$ cat config.mk
export PLATFORM = sky130hd
export DESIGN_NAME = ram_dp_sync_init
export DESIGN_NICKNAME = d
export VERILOG_FILES = /design/src/rtl/ram_pkg.sv /design/src/rtl/ram_init_ctrl.sv /design/src/rtl/ram_dp_sync_init.sv
export SDC_FILE = /design/constraint.sdc
export NUM_CORES = 1
export LEC_CHECK = 0
export CAP_MARGIN = 10
export CORE_ASPECT_RATIO = 0.8
export CORE_UTILIZATION = 40
export CTS_BUF_LIST = sky130_fd_sc_hd__clkbuf_8
export DETAILED_ROUTE_END_ITERATION = 8
export SYNTH_ARGS = -nofsm -noshare
export SYNTH_HDL_FRONTEND = slang
export SYNTH_HIERARCHICAL = 1
export SYNTH_SLANG_ARGS = --single-unit
$ cat constraint.sdc
create_clock -name clk -period 3.95 [get_ports clk]
set_input_delay 0.395 -clock clk [delete_from_list [all_inputs] [get_ports clk]]
set_output_delay 0.395 -clock clk [all_outputs]
set_load 0.01 [all_outputs]
$ cat src/rtl/ram_pkg.sv
// Shared constants and types for the dual-port synchronous RAM family.
package ram_pkg;

    // Same-address read-during-write behaviour selectors
    localparam int RDW_READ_FIRST  = 0;
    localparam int RDW_WRITE_FIRST = 1;

    // Clear sequencer states: INIT zeroes the array, RUN accepts accesses
    typedef enum logic {
        INIT,
        RUN
    } init_state_t;

endpackage

$ cat src/rtl/ram_init_ctrl.sv
// Clear sequencer: after reset, walks addresses 0..DEPTH-1 writing zero,
// then hands the array over to the user ports.
module ram_init_ctrl
    import ram_pkg::*;
#(
    parameter int ADDR_W         = 5,
    parameter int DEPTH          = 32,
    parameter int CLEAR_ON_RESET = 1
) (
    input  logic              clk,
    input  logic              rst_n,
    output logic              init_busy,
    output logic              init_we,
    output logic [ADDR_W-1:0] init_addr
);

    localparam logic [ADDR_W-1:0] LAST_ADDR = ADDR_W'(DEPTH - 1);

    init_state_t       state_q, state_d;
    logic [ADDR_W-1:0] cnt_q, cnt_d;

    // State and counter registers; reset restarts the sweep from address 0
    always_ff @(posedge clk) begin
        if (!rst_n) begin
            state_q <= (CLEAR_ON_RESET != 0) ? INIT : RUN;
            cnt_q   <= '0;
        end else begin
            state_q <= state_d;
            cnt_q   <= cnt_d;
        end
    end

    // Next-state logic: leave INIT on the edge that writes the last entry
    always_comb begin
        state_d   = state_q;
        cnt_d     = cnt_q;
        init_busy = 1'b0;
        init_we   = 1'b0;
        case (state_q)
            INIT: begin
                init_busy = 1'b1;
                init_we   = 1'b1;
                cnt_d     = cnt_q + 1'b1;
                if (cnt_q == LAST_ADDR) begin
                    state_d = RUN;
                end
            end
            default: begin
            end
        endcase
    end

    assign init_addr = cnt_q;

endmodule

$ cat src/rtl/ram_dp_sync_init.sv
// Synchronous dual-port RAM: port A read/write, port B read-only, with
// selectable read-during-write behaviour, optional output register and
// zero-fill after reset.
module ram_dp_sync_init
    import ram_pkg::*;
#(
    parameter int DATA_W         = 8,
    parameter int ADDR_W         = 5,
    parameter int DEPTH          = 32,
    parameter int RDW_MODE       = 0,
    parameter int OUT_REG        = 0,
    parameter int CLEAR_ON_RESET = 1
) (
    input  logic              clk,
    input  logic              rst_n,
    output logic              init_busy,
    input  logic              a_en,
    input  logic              a_we,
    input  logic [ADDR_W-1:0] a_addr,
    input  logic [DATA_W-1:0] a_wdata,
    output logic [DATA_W-1:0] a_rdata,
    output logic              a_rvalid,
    input  logic              b_en,
    input  logic [ADDR_W-1:0] b_addr,
    output logic [DATA_W-1:0] b_rdata,
    output logic              b_rvalid
);

    localparam logic [ADDR_W:0] DEPTH_L = (ADDR_W + 1)'(DEPTH);

    logic              init_we;
    logic [ADDR_W-1:0] init_addr;

    logic [DATA_W-1:0] mem [DEPTH];

    logic              a_acc, b_acc, a_in, b_in;
    logic              wr_en;
    logic [ADDR_W-1:0] wr_addr;
    logic [DATA_W-1:0] wr_data;
    logic [DATA_W-1:0] a_rd, b_rd;

    logic              a_vld_p0, b_vld_p0;
    logic [DATA_W-1:0] a_rdata_p0, b_rdata_p0;

    ram_init_ctrl #(
        .ADDR_W        (ADDR_W),
        .DEPTH         (DEPTH),
        .CLEAR_ON_RESET(CLEAR_ON_RESET)
    ) u_init_ctrl (
        .clk      (clk),
        .rst_n    (rst_n),
        .init_busy(init_busy),
        .init_we  (init_we),
        .init_addr(init_addr)
    );

    // User accesses are only honoured once the clear sweep has finished
    assign a_acc = a_en & ~init_busy;
    assign b_acc = b_en & ~init_busy;
    assign a_in  = {1'b0, a_addr} < DEPTH_L;
    assign b_in  = {1'b0, b_addr} < DEPTH_L;

    // Write port mux: sequencer owns the array while busy, port A otherwise
    always_comb begin
        wr_en   = rst_n & init_we;
        wr_addr = init_addr;
        wr_data = '0;
        if (!init_busy) begin
            wr_en   = rst_n & a_en & a_we & a_in;
            wr_addr = a_addr;
            wr_data = a_wdata;
        end
    end

    // Storage array; out-of-range writes never reach it
    always_ff @(posedge clk) begin
        if (wr_en) begin
            mem[wr_addr] <= wr_data;
        end
    end

    // Read data with collision bypass; out-of-range reads yield zero
    always_comb begin
        a_rd = '0;
        b_rd = '0;
        if (a_in) begin
            a_rd = (RDW_MODE == RDW_WRITE_FIRST && a_we) ? a_wdata : mem[a_addr];
        end
        if (b_in) begin
            b_rd = (RDW_MODE == RDW_WRITE_FIRST && a_en && a_we && a_addr == b_addr)
                   ? a_wdata : mem[b_addr];
        end
    end

    // Stage p0: registered read result, data held when no read occurs
    always_ff @(posedge clk) begin
        if (!rst_n) begin
            a_vld_p0   <= 1'b0;
            b_vld_p0   <= 1'b0;
            a_rdata_p0 <= '0;
            b_rdata_p0 <= '0;
        end else begin
            a_vld_p0 <= a_acc;
            b_vld_p0 <= b_acc;
            if (a_acc) a_rdata_p0 <= a_rd;
            if (b_acc) b_rdata_p0 <= b_rd;
        end
    end

    generate
        if (OUT_REG != 0) begin : g_out_reg
            logic              a_vld_p1, b_vld_p1;
            logic [DATA_W-1:0] a_rdata_p1, b_rdata_p1;

            // Stage p1: extra output register, same hold behaviour as p0
            always_ff @(posedge clk) begin
                if (!rst_n) begin
                    a_vld_p1   <= 1'b0;
                    b_vld_p1   <= 1'b0;
                    a_rdata_p1 <= '0;
                    b_rdata_p1 <= '0;
                end else begin
                    a_vld_p1 <= a_vld_p0;
                    b_vld_p1 <= b_vld_p0;
                    if (a_vld_p0) a_rdata_p1 <= a_rdata_p0;
                    if (b_vld_p0) b_rdata_p1 <= b_rdata_p0;
                end
            end

            assign a_rdata  = a_rdata_p1;
            assign a_rvalid = a_vld_p1;
            assign b_rdata  = b_rdata_p1;
            assign b_rvalid = b_vld_p1;
        end else begin : g_no_reg
            assign a_rdata  = a_rdata_p0;
            assign a_rvalid = a_vld_p0;
            assign b_rdata  = b_rdata_p0;
            assign b_rvalid = b_vld_p0;
        end
    endgenerate

endmodule

==> results <==
- The flow ran to the end, but the final reports show violations.
- The final reports fail on DRC.
- The root buffer cell chosen for the clock tree is clkbuf_8.
- The wire length of the first global-routing pass is 57500 µm.
- In this run the mean area of a mapped cell was 13.9 µm².
- Summed over all layers, the routed wires come to 39800 µm.
- The first TritonRoute pass finished after 9 iterations.
- The most used standard cell by instance count after synthesis is mux2i_1.
- The switching portion of total power is 0.243.
- For this run, the leading register cell type out of synthesis is edfxtp_1.
- Of the post-synthesis cell area, the dominant cell type holds 0.575.
- The count of state elements after synthesis is 280.
- Setup repair after global routing left no endpoint under its margin.
- The shortest period the worst path allows is 2.95 ns.
- The synthesized net count is 985.
- The number of nets in the layout is 1041.
- In this run, the number of DRC markers left after iteration 0 of detailed routing was 1029.
- The number of antenna violations at the first check in global routing is 1.
- In this run, post-CTS hold repair placed 0 buffers.
- The number of primary I/O pins is 42.
- Max-cap violations in this run came to 0.
- After clock tree synthesis, the clock-pin slew on the worst setup and hold paths is 0.06 ns.
- The fraction of the yosys area taken by sequential cells is 0.611.
- The maximum ir drop on the vdd rail is 0.236 mV.
- STA classifies the critical path startpoint as a flip-flop.
- For this configuration, the core starts out at a cell density of 0.409.
- The final-report hold violation count was 0.
- The clock passes through at most 3 buffers.
- The final setup violation count is 0.
- From left edge to right edge, the die measures 206 µm.
- The DRC violation count after routing is 20.
- Sorting the synthesized cells by how often they occur yields mux2i_1 (259), edfxtp_1 (256), a22oi_1 (129).
- The share of total power dissipated in combinational logic is 0.077.
- The worst-case clock skew is 0.0349 ns.
- The share of total power dissipated in the clock network is 0.402.
- The critical path in this run is classified as reg2reg.
- The top fanout value on the critical path is 15.
- The growth of design area from synthesis to finish is 13.2%.
- The startpoint identified for the worst hold timing path is rst_n.
- Cell internal power was estimated by the tool at 4.67 mW.
- The floorplan step defined a die boundary enclosing 0.0341 mm².
- The synthesized netlist occupies a cell area of 0.0134 mm².
- Sorting the synthesized cells by area gives the leading types as edfxtp_1 (58%), mux2i_1 (19%), a22oi_1 (7.2%).
- The number of levels in the clock H-tree is 2.
- Data on the critical path is required at its endpoint by 4.14 ns.
- In this run the static leakage power is 5.67 nW.
- The actual transition at the worst max-transition pin is 1.28 ns.
- The net switching power is 1.50 mW.
- Based on the critical path, the design can be clocked at up to 339 MHz.
- The total global-route track usage is 0.236.
- Once the clock tree was built, the resizer swapped 0 gates to a different size.
- Tracing the worst setup path back leads to its startpoint at u_init_ctrl/state_q.
- For this design, the sink count on the clock tree is 280.
- The average routed wire per standard cell is 26.9 µm.
- The share of total power dissipated in sequential elements is 0.521.
- The slack of the worst reg-to-reg path is 1.00 ns.
- The launch point of the worst reg-to-reg path is u_init_ctrl/state_q.
- edfxtp_1 takes more of the synthesized area than any other cell.
- In this run the power density over the cells is 409 mW/mm².
- In this run the worst hold path is classified as in2reg.
- The post-route non-filler standard cell count is 1480.
- The total number of vias is 8884.
- The total overflow left after global routing is 0.
- In this run the standard cell core region covers 0.0327 mm².
- Overall power consumption after layout is estimated at 6.18 mW.
- Dividing the detail-routed via count by the number of cells gives 6.00.
- Clock tree synthesis inserted a total of 46 buffers.
- The worst setup path is captured at a flip-flop.
- For this run, the number of Yosys warnings is 6.
- The count of distinct cell types in the synthesized netlist is 33.
- The standard-cell row count is 59.
- The HPWL after detailed placement is 25200 µm.
- The share of flip-flops with an asynchronous set or reset after synthesis is 0.
- The number of global-route vias before repair is 8529.
- In the final layout, the share of cells above drive strength 1 is 0.116.
- Counting flops with a built-in enable in the synthesized netlist gives 256.
- The number of antenna-violating nets in the routed design is 0.
- The y dimension of the die is 165 µm.
- TritonCTS built the clock tree.
- Data on the critical path arrives at its endpoint at 3.14 ns.
- The maximum number of pins on one net before global-route repair is 87.
- The setup fix buffers added after clock tree synthesis is 0.
- The clock insertion delay at the later pin of the skew report is 0.60 ns.
- Synthesis produced 960 cells.
- In this run the tool buffered the top-level ports with 41 buffer cells.
- Setup total negative slack on the finished layout was measured at 0 ns.
- The max-slew violation count was 0.
- The cell count after placement is 1395.
- The tightest slew margin relative to the limit is 0.140.
- The congestion estimate from routability-driven global placement came to 0.896.
- Of the available clock period, the critical path in the final layout requires 0.746.
==> worst paths after layout <==
| kind | endpoint | cells past startpoint |
|---|---|---|
| worst max register to register | mem[2][5] | 4 |
| worst min register to register | b_rdata[7] | 2 |
| worst min-delay path | u_init_ctrl/init_addr[4] | 2 |
| worst max-delay path | mem[2][5] | 4 |
==> through the flow <==
step / util / hold slack [ns] / setup slack [ns] / cell area [µm²]
detailed placement: 0.435 / 0.538 / 0.908 / 14200
CTS: 0.462 / 0.507 / 1.02 / 15100
global placement: 0.435 / 0.526 / 0.987 / 14200
floorplan: - / 0.512 / 1.64 / 13400
global route: 0.462 / 0.509 / 0.867 / 15100
finish: 0.462 / 0.527 / 1.00 / 15100
==> metal layers <==
layer  GRT usage  share of wire
met1       0.347           0.45
met2       0.352           0.44
met3      0.0491          0.092
met4      0.0665          0.019
met5           0              0
==> area by class of cell <==
type,count,area (µm²)
inverters,3,11.3
clock buffers,53,729
multi-input cells,603,4780
diodes,1,2.50
clock inverters,31,154
fillers,2883,17600
flip-flops and latches,280,8170
well taps,427,534
repair buffers,82,746
==> cells by family after synthesis <==
logic type	after synthesis	synth area share
AOI/OAI and AO/OA	234	0.113
xor gates and xnor gates	3	0.00197
adders and majority gates	2	0.00187
buffers and inverters	77	0.0350
DFF	280	0.611
muxes	260	0.195
and+or+nand+nor	104	0.0425
==> power groups by stage <==
stage / combinational [mW] / clock [mW] / sequential (mW)
floorplan: 0.318 / 0 / 3.28
global placement: 0.463 / 0 / 3.28
detailed placement: 0.466 / 0 / 3.28
CTS: 0.467 / 2.50 / 3.22
global route: 0.496 / 2.66 / 3.22
finish: 0.475 / 2.48 / 3.22
==> registers in the layout, indices dropped and copies added, names as in the netlist <==
| name | flops |
|---|---|
| b_rdata | 8 |
| a_rvalid | 1 |
| b_rvalid | 1 |
| mem | 256 |
| a_rdata | 8 |
| u_init_ctrl/state_q | 1 |
| u_init_ctrl/init_addr | 5 |
==> critical path, cell delays in order (launching register included) <==
cell	delay (ns)
dfxtp_1	0.39
inv_1	0.38
mux2i_1	0.75
nand2_1	0.32
nor2_1	0.73
==> cell usage in the layout, fill, tap and decap left out, types with 3 or more instances in the layout <==
cell,count
edfxtp_1,256
nor2b_4,3
nand2b_1,6
nor2_1,32
a22oi_1,129
nand2_1,15
and2_1,7
xnor2_1,3
mux2i_1,259
nor2b_1,5
clkdlybuf4s50_1,39
o22ai_1,4
clkinv_2,6
a21oi_1,80
nor2b_2,9
clkbuf_8,53
buf_4,39
dfxtp_1,24
inv_1,18
or4_1,16
o21ai_0,17
clkinv_1,8
Note: power is estimated with default switching activity, not from simulation.
